[src/rtl/uart_rx_fifo_pkg.sv]
// Shared UART constants and FIFO helper types for the receive-side buffer.
// Receiver, transmitter and rx FIFO all import this package.
package uart_rx_fifo_pkg;

    localparam int UART_DATA_W       = 8;
    localparam int RX_FIFO_DEPTH_DEF = 16;

    typedef enum logic [2:0] {
        BAUD_9600   = 3'd0,
        BAUD_19200  = 3'd1,
        BAUD_38400  = 3'd2,
        BAUD_57600  = 3'd3,
        BAUD_115200 = 3'd4
    } baud_sel_e;

    typedef enum logic [1:0] {
        OP_IDLE = 2'b00,
        OP_POP  = 2'b01,
        OP_PUSH = 2'b10,
        OP_BOTH = 2'b11
    } fifo_op_e;

    function automatic logic [7:0] sat_inc8(input logic [7:0] val);
        return (val == 8'hFF) ? val : val + 8'd1;
    endfunction

endpackage

[src/rtl/uart_fifo_mem.sv]
// Byte storage for the rx FIFO: one synchronous write port, one asynchronous read port.
// Contents are deliberately not reset.
module uart_fifo_mem #(
    parameter int DEPTH = 16,
    parameter int AW    = 4,
    parameter int DW    = 8
) (
    input  logic          clk,
    input  logic          we_i,
    input  logic [AW-1:0] waddr_i,
    input  logic [DW-1:0] wdata_i,
    input  logic [AW-1:0] raddr_i,
    output logic [DW-1:0] rdata_o
);

    logic [DW-1:0] mem_q [DEPTH];

    // Write port: store the incoming byte on an accepted push.
    always_ff @(posedge clk) begin
        if (we_i) begin
            mem_q[waddr_i] <= wdata_i;
        end
    end

    assign rdata_o = mem_q[raddr_i];

endmodule

[src/rtl/uart_rx_fifo.sv]
// First-word-fall-through byte FIFO behind the UART receiver, with fill flags and sticky overflow.
// Optional build macro UART_RX_FIFO_DROP_CNT_EN adds a saturating dropped-byte counter (drop_cnt).
module uart_rx_fifo
    import uart_rx_fifo_pkg::*;
#(
    parameter int DEPTH     = RX_FIFO_DEPTH_DEF,
    parameter int AW        = 4,
    parameter int AFULL_LVL = 12
) (
    input  logic        clk,
    input  logic        rst_n,
    input  logic        rx_valid,
    input  logic [7:0]  rx_data,
    output logic        m_valid,
    output logic [7:0]  m_data,
    input  logic        m_ready,
    output logic [AW:0] level,
    output logic        empty,
    output logic        full,
    output logic        almost_full,
    output logic        overflow,
`ifdef UART_RX_FIFO_DROP_CNT_EN
    output logic [7:0]  drop_cnt,
`endif
    input  logic        clr_ovf
);

    localparam logic [AW:0] DEPTH_C = (AW+1)'(DEPTH);
    localparam logic [AW:0] AFULL_C = (AW+1)'(AFULL_LVL);

    logic [AW-1:0] wr_ptr_q, wr_ptr_d;
    logic [AW-1:0] rd_ptr_q, rd_ptr_d;
    logic [AW:0]   level_q,  level_d;
    logic          overflow_q, overflow_d;
    logic          push_s, pop_s, drop_s;
    logic          empty_s, full_s;
    logic [7:0]    mem_rdata_s;
    fifo_op_e      op_s;

    assign empty_s = (level_q == {(AW+1){1'b0}});
    assign full_s  = (level_q == DEPTH_C);

    // A pop frees a slot in the same cycle, so a full FIFO can still accept a byte.
    assign pop_s  = !empty_s && m_ready;
    assign push_s = rx_valid && (!full_s || pop_s);
    assign drop_s = rx_valid && full_s && !pop_s;
    assign op_s   = fifo_op_e'({push_s, pop_s});

    uart_fifo_mem #(
        .DEPTH (DEPTH),
        .AW    (AW),
        .DW    (UART_DATA_W)
    ) u_mem (
        .clk     (clk),
        .we_i    (push_s),
        .waddr_i (wr_ptr_q),
        .wdata_i (rx_data),
        .raddr_i (rd_ptr_q),
        .rdata_o (mem_rdata_s)
    );

    // Next-state for pointers, occupancy and the sticky overflow flag.
    always_comb begin
        wr_ptr_d   = wr_ptr_q;
        rd_ptr_d   = rd_ptr_q;
        level_d    = level_q;
        overflow_d = overflow_q;
        case (op_s)
            OP_PUSH: begin
                wr_ptr_d = wr_ptr_q + AW'(1);
                level_d  = level_q + (AW+1)'(1);
            end
            OP_POP: begin
                rd_ptr_d = rd_ptr_q + AW'(1);
                level_d  = level_q - (AW+1)'(1);
            end
            OP_BOTH: begin
                wr_ptr_d = wr_ptr_q + AW'(1);
                rd_ptr_d = rd_ptr_q + AW'(1);
            end
            default: begin
                level_d = level_q;
            end
        endcase
        if (drop_s) begin
            overflow_d = 1'b1;
        end else if (clr_ovf) begin
            overflow_d = 1'b0;
        end else begin
            overflow_d = overflow_q;
        end
    end

    // Control state registers.
    always_ff @(posedge clk or negedge rst_n) begin
        if (!rst_n) begin
            wr_ptr_q   <= {AW{1'b0}};
            rd_ptr_q   <= {AW{1'b0}};
            level_q    <= {(AW+1){1'b0}};
            overflow_q <= 1'b0;
        end else begin
            wr_ptr_q   <= wr_ptr_d;
            rd_ptr_q   <= rd_ptr_d;
            level_q    <= level_d;
            overflow_q <= overflow_d;
        end
    end

`ifdef UART_RX_FIFO_DROP_CNT_EN
    logic [7:0] drop_cnt_q, drop_cnt_d;

    // A drop in the clearing cycle is counted after the clear.
    always_comb begin
        drop_cnt_d = drop_cnt_q;
        if (clr_ovf) begin
            drop_cnt_d = drop_s ? 8'h01 : 8'h00;
        end else if (drop_s) begin
            drop_cnt_d = sat_inc8(drop_cnt_q);
        end else begin
            drop_cnt_d = drop_cnt_q;
        end
    end

    // Drop counter register.
    always_ff @(posedge clk or negedge rst_n) begin
        if (!rst_n) begin
            drop_cnt_q <= 8'h00;
        end else begin
            drop_cnt_q <= drop_cnt_d;
        end
    end

    assign drop_cnt = drop_cnt_q;
`endif

    assign m_valid     = !empty_s;
    assign m_data      = empty_s ? 8'h00 : mem_rdata_s;
    assign level       = level_q;
    assign empty       = empty_s;
    assign full        = full_s;
    assign almost_full = (level_q >= AFULL_C);
    assign overflow    = overflow_q;

endmodule

[config.mk]
export PLATFORM = sky130hd
export DESIGN_NAME = uart_rx_fifo
export DESIGN_NICKNAME = d
export VERILOG_FILES = /design/src/rtl/uart_rx_fifo_pkg.sv /design/src/rtl/uart_fifo_mem.sv /design/src/rtl/uart_rx_fifo.sv
export SDC_FILE = /design/constraint.sdc
export NUM_CORES = 1
export LEC_CHECK = 0
export CAP_MARGIN = 40
export CORE_MARGIN = 1
export CORE_UTILIZATION = 60
export CTS_BUF_LIST = sky130_fd_sc_hd__clkbuf_16
export CTS_CLUSTER_DIAMETER = 150
export CTS_CLUSTER_SIZE = 24
export DETAILED_ROUTE_END_ITERATION = 7
export PLACE_DENSITY = 0.82
export SLEW_MARGIN = 30
export SYNTH_ARGS = -nofsm -noshare
export SYNTH_HDL_FRONTEND = slang
export SYNTH_SLANG_ARGS = --single-unit
[constraint.sdc]
create_clock -name clk -period 6.5 [get_ports clk]
set_clock_uncertainty 0.2 [all_clocks]
set_input_delay 0.65 -clock clk [delete_from_list [all_inputs] [get_ports clk]]
set_output_delay 0.65 -clock clk [all_outputs]
set_load 0.02 [all_outputs]
Yosys cells after proc, flatten, opt, wreduce, memory -nomap -nowiden. Memory sizes are Yosys's and may differ from the RTL's. Cells that the tools add are included. Widths: inputs -> output; s select.

Register bits: 14. Latch bits: 0. RAM bits: 128. Bits in read-only memories: 0. Word-level logic and storage cells: 33. Memories: 1.

$add $sub $neg: 4. Multiply operators: 0. Divide/modulo/power cells: 0. Magnitude comparators: 1. Equal/unequal tests: 4. Shifts and indexed selects: 0. Muxes and demuxes: 6. Bitwise gates (word level): 0. Reduce and logical (&&, ||, !) cells: 13.

Memories: u_mem.mem_q (words 16, width 8, rd ports 1, clocked after memory_dff 0, write ports 1, line uart_fifo_mem.sv:16) `logic [DW-1:0] mem_q [DEPTH];`.

Operators by type and width (count): $pmux 5 s2 (1); $add 4x1->4 const B (2); $mux 8 (1); $add 5x1->5 const B (1); $eq 5x5->1 const B (1); $ge 5x4->1 const B (1); $logic_not 5->1 (1); $sub 5x1->5 const B (1); $eq 2x2->1 const B (2); $logic_and 1x1->1 (4); $mux 1 (4); $reduce_bool 2->1 (2); $reduce_or 2->1 (2); $logic_not 1->1 (3); $eq 2x1->1 const B (1); $logic_or 1x1->1 (1).

Logic depth before layout (Yosys ltp). Gate-level depths: netlist (run 1).

Word-level depth: 7. Depth in mapped cells: 10. Mapped depth without buffers: 9.

By module. A second synthesis (run 1) with hierarchy kept.

Cell total of the unflattened synthesis: 308. Area total of the unflattened synthesis: 5869.4 um^2.

By module, submodules not included: uart_fifo_mem (times used 1, cells an instance 221, area each 4987.3 um^2, sequential area each 3843.7 um^2); uart_rx_fifo (times used 1, cells an instance 87, area each 882.1 um^2, sequential area each 350.3 um^2).

Least setup slack after synthesis (run 1). No wires, ideal clock.

Path kind: reg2reg. Start: register level_q[1], in the netlist level[1]. End: register level_q[4], in the netlist level[4]. Setup time: 87 ps. Arrival time: 2429 ps. Required time: 6213 ps. Setup slack: 3784 ps. Cell stages (with the launch flop): 11. Buffers on the path: 1. Clock period less this slack: 2716 ps. Path through: dfrtp_1 -> nor4_4 -> nand2_1 -> buf_6 -> nand3_1 -> inv_1 -> ha_1 -> nand2b_1 -> a2111o_1 -> o31a_1 -> o211ai_1.

Cells in the longest elaborated chain, start to end: 7. Elaborated cells on any way between the ends: 13. Those cells by class: 2 x add/sub; 3 x eq/ne; 1 x mux; 7 x reduce/logical.

Ends and longest elaborated chain: start: declaration (line uart_rx_fifo.sv:33) `logic [AW:0] level_q, level_d;`; start signal: assignment (line uart_rx_fifo.sv:99) `level_q <= {(AW+1){1'b0}};`; start signal: assignment (line uart_rx_fifo.sv:104) `level_q <= level_d;`; $logic_not 5->1 (*) (line uart_rx_fifo.sv:40) `assign empty_s = (level_q == {(AW+1){1'b0}});`; $logic_not 1->1 (*); net m_valid (line uart_rx_fifo.sv:14) `output logic m_valid,`; $logic_and 1x1->1 (*) (line uart_rx_fifo.sv:44) `assign pop_s = !empty_s && m_ready;`; $logic_or 1x1->1 (line uart_rx_fifo.sv:45) `assign push_s = rx_valid && (!full_s || pop_s);`; $logic_and 1x1->1 (line uart_rx_fifo.sv:45); $eq 2x1->1 / $eq 2x2->1 (equally long branches) (line uart_rx_fifo.sv:68) `case (op_s)`; $pmux 5 s2 / $reduce_bool 2->1 (equally long branches).

Mark *: on every way through the listed nets, which the timed path passes. The rest lies on a longest branch. A chain may end at the register's enable or synchronous reset.

Worst setup path after layout (run 1).
Start: register rd_ptr_q[1]. End: output m_data[5].

Cells in the longest elaborated chain, start to end: 2.

Ends and longest elaborated chain: start: declaration (line uart_rx_fifo.sv:32) `logic [AW-1:0] rd_ptr_q, rd_ptr_d;`; start signal: assignment (line uart_rx_fifo.sv:98) `rd_ptr_q <= {AW{1'b0}};`; start signal: assignment (line uart_rx_fifo.sv:103) `rd_ptr_q <= rd_ptr_d;`; $mem_v2 16x8; $mux 8 (line uart_rx_fifo.sv:137) `assign m_data = empty_s ? 8'h00 : mem_rdata_s;`; end: declaration (line uart_rx_fifo.sv:15) `output logic [7:0] m_data,`.

No other way between the ends.

==> results of run 1 <==
-- flip-flops by register name, summed over array words and instances, names as in the netlist --
signal	flops
rd_ptr_q	4
level	5
wr_ptr_q	4
overflow	1
u_mem.mem_q	128
-- worst max-delay path by stage --
stage | to | slack, ns | cells after the start | startpoint
finish | m_data[5] | 2.21 | 6 | rd_ptr_q[1]$_DFFE_PN0P_
detailed placement | m_data[5] | 2.69 | 6 | rd_ptr_q[1]$_DFFE_PN0P_
CTS | m_data[5] | 2.21 | 6 | rd_ptr_q[1]$_DFFE_PN0P_
global route | m_data[4] | 2.02 | 6 | rd_ptr_q[1]$_DFFE_PN0P_
global placement | m_data[5] | 2.69 | 6 | rd_ptr_q[1]$_DFFE_PN0P_
floorplan | level[4]$_DFFE_PN0P_ | 3.78 | 10 | level[1]$_DFFE_PN0P_
-- logic make-up (layout without fill, tap and decap cells) --
family                   Yosys count  after routing
AND/OR/NAND/NOR                   39             39
buffers and inverters             25             87
adder cells (fa/ha/maj)            9              9
XOR/XNOR                           9              9
multiplexers                      53             53
AO/OA/AOI/OAI                     28             28
flip-flops                       142            142
-- power breakdown --
group,switching [mW],internal (mW)
Combinational,0.505,0.514
Clock,0.379,0.571
Sequential,0.145,1.12
Total,1.03,2.21
-- cell usage in the layout, fill, tap and decap left out, types with 2 or more instances in the layout --
cell type	count
ha_1	8
mux4_2	23
xnor2_1	8
nor2_1	15
bufinv_16	2
mux2_2	11
o211ai_1	2
mux4_1	9
o21ai_1	4
nor3_1	4
inv_6	4
a21o_1	2
edfxtp_1	128
buf_4	12
a21oi_1	10
clkbuf_16	17
nand2_1	10
clkdlybuf4s50_1	30
o21ai_0	5
clkbuf_4	2
nand3_1	4
inv_1	12
mux2i_1	10
clkinv_4	4
nand2b_1	3
dfrtp_1	13
-- worst max-delay path: cells and delay by family (launching register included) --
kind | cells | cell delay, ns
compound gates | 2 | 0.26
buf+inv | 2 | 1.06
flops | 1 | 0.79
mux | 2 | 0.91
-- cell type report --
cell class,instances,area [um^2],area share [%]
clock buffer,17,425,6.13
clock inverter,15,161,2.32
inverter,10,37.5,0.541
multi-input combinational,138,1550,22.3
sequential,142,4200,60.4
tap,129,161,2.32
timing repair buffer,45,410,5.91
-- stage by stage --
stage               worst slack [ns]  instance area (um^2)  hold WS (ns)  cells  util [%]
floorplan                       3.78                  5920         0.154    305         -
global placement                2.69                  6290         0.280    455      66.8
detailed placement              2.69                  6300         0.286    456      66.9
CTS                             2.21                  6880         0.299    488      73.1
global route                    2.02                  6940         0.328    496      73.7
finish                          2.21                  6940         0.295    496      73.7
-- per-layer routing --
layer | GRT usage [%] | vias up
li1 | - | 1322
met1 | 32.2 | 1530
met3 | 5.24 | 17
met2 | 40.1 | 151
met5 | 0 | -
met4 | 9.70 | 0
==> results.py, run 1 <==
metrics = {
    "yosys": {
        "synth_compound_area_share_pct": 3.17,
        "yosysWarnings": 0,
        "yosysMostFrequentCell": "edfxtp_1",
        "netlist_instances": 305,
        "ys_seq_elements": 142,
        "yosys-top-cells-count": "128 x edfxtp_1, 23 x mux4_2, 15 x nor2_1, 14 x dfrtp_1, 11 x mux2_2",
        "synthAdderAreaFrac_pct": 2.03,
        "yosys.area_share.simple_pct": 3.15,
        "ys_seq_area_share_pct": 70.9,
        "synth_area_mm2": 0.00592,
        "ys.flop_type": "edfxtp_1",
        "synth_top_family_by_area": "multiplexers",
        "async_reset_ff_share_pct": 9.86,
        "synth_cell_types": 36,
        "synth_xor_area_share_pct": 1.33,
        "synth_area_leaders": "edfxtp_1 65%, mux4_2 8.8%, dfrtp_1 5.9%, mux4_1 4.0%, mux2_2 2.1%",
        "synth_edf_count": 128,
        "yosysTopAreaCellShare_pct": 65.0,
        "syn_nets": 327,
        "syn_avg_cell_area_um2": 19.4,
        "yosys.area.top_type": "edfxtp_1",
        "synthMuxAreaShare_pct": 16.5,
    },
    "grt": {
        "antenna_found_initial": 0,
        "gr-total-overflow": 0,
        "grt_pass1_vias": 2985,
        "grt_max_degree": 28,
        "gr-usage-all-layers_pct": 24.3,
        "grt_pass1_wl_mm": 17.1,
    },
    "cells_and_area": {
        "fillers": 526,
        "final_nets": 376,
        "syn_to_final_growth_pct": 17.3,
        "drive_above_1_share_pct": 22.6,
        "antenna_cells": 0,
    },
    "die": {
        "die_y_um": 101,
        "start_util_pct": 62.8,
        "die-area_mm2": 0.0103,
        "rows": 35,
        "io_pins": 31,
        "die_w_um": 101,
        "coreArea_mm2": 0.00942,
    },
    "cts": {
        "numCtsBuffers": 17,
        "holdBufCountCts": 0,
        "cts-resized-gates": 0,
        "clock-sinks": 142,
        "cts_htree_levels": 4,
        "cts_root_buffer": "clkbuf_16",
        "insertion_delay_ns": 0.40,
        "post_cts_buffers": 0,
        "clkSlewWorstSetupHoldPaths_ns": 0.06,
        "cts.path.max_buffers": 2,
        "cts_tree": "built",
    },
    "route": {
        "via_count": 3020,
        "dr.pass1.iters": 5,
        "totalWireLength_mm": 11.5,
        "wl_met3_um": 804,
        "wl_per_cell_um": 23.2,
        "avgViaCountPerCell": 6.09,
        "wl_met2_mm": 5.87,
        "top_layer_used": "met4",
        "postRouteAntennaNets": 0,
        "drt_iter0_drc": 297,
        "drcViolationCount": 0,
        "wl_met1_mm": 4.65,
    },
    "critical_path": {
        "rr_worst_depth": 9,
        "crit_path_start_kind": "flop",
        "crit_chain": "buf_4, mux4_1, mux2_2, o21ai_1, a21oi_1, clkdlybuf4s50_1",
        "arrival_ns": 3.44,
        "critical_path.max_fanout": 20,
        "r2r-end": "level[4]$_DFFE_PN0P_",
        "reg2reg_setup_slack_ns": 3.41,
        "crit_type": "reg -> out",
        "worstPathRequired_ns": 5.65,
        "max_stage_delay_ns": 0.79,
        "regToRegStartpoint": "level[1]$_DFFE_PN0P_",
        "critPathCaptureType": "primary output",
        "slowest_stage": "dfrtp_1",
    },
    "power_and_ir_drop": {
        "p_leak_nw": 2.42,
        "report.power.total_mw": 3.23,
        "ir_drop_mv": 0.270,
        "power.density_mw_per_mm2": 466,
    },
    "place": {
        "dp_hpwl_mm": 6.97,
        "place.gp.congestion": 0.791,
        "portBuffers": 30,
    },
    "timing": {
        "hold_viol": 0,
        "tns_ns": 0,
        "tightest_slew_ns": 0.831,
        "slew_headroom_pct": 44.4,
        "setup_viol": 0,
        "fmax_ghz": 0.233,
        "finalCritPeriodShare_pct": 66.0,
        "rsz0062_at_grt": "false",
        "slew_viol_final": 0,
        "min_period_ns": 4.29,
    },
    "min_path": {
        "hold_depth": 1,
        "hold_start": "overflow$_DFFE_PN0P_",
        "worstHoldPathType": "reg -> reg",
        "hold_end": "overflow$_DFFE_PN0P_",
    },
    "run_status": {
        "outcome": "completed",
    },
    "flow_run": {
        "cap_viol_max_count": 0,
    },
}
Power figures use the tool's default switching activity.
==> run 2: changes to the inputs <==
--- a/config.mk
+++ b/config.mk
@@ -7,12 +7,12 @@
 export LEC_CHECK = 0
 export CAP_MARGIN = 40
 export CORE_MARGIN = 1
-export CORE_UTILIZATION = 60
+export CORE_UTILIZATION = 59
 export CTS_BUF_LIST = sky130_fd_sc_hd__clkbuf_16
 export CTS_CLUSTER_DIAMETER = 150
 export CTS_CLUSTER_SIZE = 24
 export DETAILED_ROUTE_END_ITERATION = 7
-export PLACE_DENSITY = 0.82
+export PLACE_DENSITY = 0.81
 export SLEW_MARGIN = 30
 export SYNTH_ARGS = -nofsm -noshare
 export SYNTH_HDL_FRONTEND = slang
==> constraint.sdc (replaced) <==
create_clock -name clk -period 4 [get_ports clk]
set_clock_uncertainty 0.2 [all_clocks]
set_input_delay 0.4 -clock clk [delete_from_list [all_inputs] [get_ports clk]]
set_output_delay 0.4 -clock clk [all_outputs]
set_load 0.02 [all_outputs]
==> run 2 against run 1 <==
  * Flip-flop and latch count unchanged
  * Worst setup slack lost 1.8 ns
  * Wire length down 2.2%
  * Count of clock-buffer cells in the layout did not move
  * Critical path depth unchanged
  * Die area rose by 1.7%
  * Design area barely moved
  * First-iteration DRC count decreased by 14%
  * Critical path type unchanged
  * Largest cell class unchanged
  * Largest power group unchanged
==> results.py, run 2 (synthesis gave the netlist of run 1 again) <==
metrics = {
    "run_status": {
        "outcome": "completed",
    },
    "timing": {
        "rsz0062_at_grt": "false",
        "fmax_ghz": 0.277,
        "min_period_ns": 3.62,
        "tightest_slew_ns": 0.796,
        "finalCritPeriodShare_pct": 90.4,
        "final.hold.worst_slack_ns": 0.193,
        "slew_viol_final": 0,
        "setup_viol": 0,
        "tns_ns": 0,
        "slew_headroom_pct": 46.7,
        "hold_viol": 0,
    },
    "flow_run": {
        "cap_viol_max_count": 0,
    },
    "cts": {
        "clock-sinks": 142,
        "cts.path.max_buffers": 2,
        "post_cts_buffers": 0,
        "holdBufCountCts": 0,
        "clkSlewWorstSetupHoldPaths_ns": 0.06,
        "numCtsBuffers": 17,
        "insertion_delay_ns": 0.41,
        "cts_root_buffer": "clkbuf_16",
        "cts_htree_levels": 4,
        "cts_tree": "built",
        "cts-resized-gates": 0,
    },
    "die": {
        "die-area_mm2": 0.0104,
        "die_w_um": 102,
        "start_util_pct": 60.8,
        "rows": 36,
        "die_y_um": 102,
        "coreArea_mm2": 0.00973,
        "io_pins": 31,
    },
    "cells_and_area": {
        "final_nets": 377,
        "drive_above_1_share_pct": 22.8,
        "layout.cells.non_filler": 501,
        "syn_to_final_growth_pct": 17.3,
        "antenna_cells": 0,
        "ff_latch_area_mm2": 0.00419,
        "fillers": 600,
        "final_common_cell": "edfxtp_1",
        "largest_reg_flops": 128,
        "layout_common_cells": "128 x edfxtp_1, 30 x clkdlybuf4s50_1, 23 x mux4_2",
        "multi_input_area_mm2": 0.00155,
        "top_register": "u_mem.mem_q",
    },
    "critical_path": {
        "crit_path_start_kind": "flop",
        "worstPathRequired_ns": 3.40,
        "rr_worst_depth": 9,
        "crit_type": "reg -> out",
        "critical_path.max_fanout": 35,
        "critPathCaptureType": "primary output",
        "arrival_ns": 3.02,
    },
    "route": {
        "via_count": 3024,
        "postRouteAntennaNets": 0,
        "avgViaCountPerCell": 6.04,
        "dr.pass1.iters": 5,
        "drt_iter0_drc": 255,
        "drcViolationCount": 0,
        "totalWireLength_mm": 11.2,
        "wl_per_cell_um": 22.5,
    },
    "place": {
        "dp_hpwl_mm": 6.89,
        "place.gp.congestion": 0.796,
        "portBuffers": 30,
        "dp_cells": 464,
    },
    "grt": {
        "grt_max_degree": 36,
        "grt_pass1_vias": 3086,
        "grt_pass1_wl_mm": 16.9,
        "antenna_found_initial": 0,
        "gr-total-overflow": 0,
        "gr-usage-all-layers_pct": 23.5,
    },
    "min_path": {
        "worstHoldPathType": "in -> async",
    },
    "power_and_ir_drop": {
        "p_leak_nw": 2.41,
        "power.density_mw_per_mm2": 753,
        "ir_drop_mv": 0.493,
    },
}
==> run 2: changes by cell type in the layout (fill, tap and decap cells not counted), sizes merged <==
cell and change:
buf +2, bufinv -1, clkbuf -1, clkinv -4, clkinvlp +3, inv +2
==> run 2: routing by layer <==
metal | vias up | track usage [%] | routed length, um
met5 | - | 0 | 0
met1 | 1542 | 29.6 | 4360
met3 | 22 | 5.68 | 687
met2 | 130 | 38.6 | 5960
li1 | 1330 | - | -
met4 | 0 | 11.5 | 246
==> run 2: layout make-up <==
type | instances | area share, %
Clock buffer | 17 | 6.13
Clock inverter | 15 | 2.16
Inverter | 10 | 0.541
Multi-Input combinational cell | 138 | 22.4
Sequential cell | 142 | 60.4
Tap cell | 133 | 2.40
Timing Repair Buffer | 46 | 5.99
==> run 2: worst max-delay path: stages (launching register included) <==
cell             delay (ns)
dfrtp_1                0.32
buf_4                  0.46
mux4_1                 0.66
mux2_2                 0.29
o21ai_0                0.17
a21oi_1                0.09
clkdlybuf4s50_1        0.59
==> run 2: worst paths after layout <==
path | start | to | slack [ns]
hold reg to reg | overflow$_DFFE_PN0P_ | overflow$_DFFE_PN0P_ | 0.30
hold / removal | rst_n | level[1]$_DFFE_PN0P_ | 0.19
min in group clk | overflow$_DFFE_PN0P_ | overflow$_DFFE_PN0P_ | 0.30
setup reg to reg | level[1]$_DFFE_PN0P_ | level[4]$_DFFE_PN0P_ | 0.94
setup / recovery | rd_ptr_q[1]$_DFFE_PN0P_ | m_data[2] | 0.38
max in group asynchronous | rst_n | rd_ptr_q[1]$_DFFE_PN0P_ | 2.99
==> run 2: power breakdown <==
group / switching (mW) / leakage [nW] / internal, mW
clock: 0.640 / 0.274 / 0.876
combinational: 0.901 / 0.810 / 0.840
sequential: 0.149 / 1.32 / 1.82
total: 1.69 / 2.41 / 3.54
==> run 2: per-stage QoR <==
stage | area [um^2] | total power, mW | worst slack (ns) | utilization [%]
3_3_place_gp | 6320 | 3.66 | 0.830 | 65.0
4_1_cts | 6910 | 5.25 | 0.357 | 71.0
6_report | 6940 | 5.23 | 0.383 | 71.3
2_1_floorplan | 5920 | 3.22 | 1.28 | -
3_5_place_dp | 6330 | 3.72 | 0.775 | 65.1
5_1_grt | 6940 | 5.46 | 0.239 | 71.3
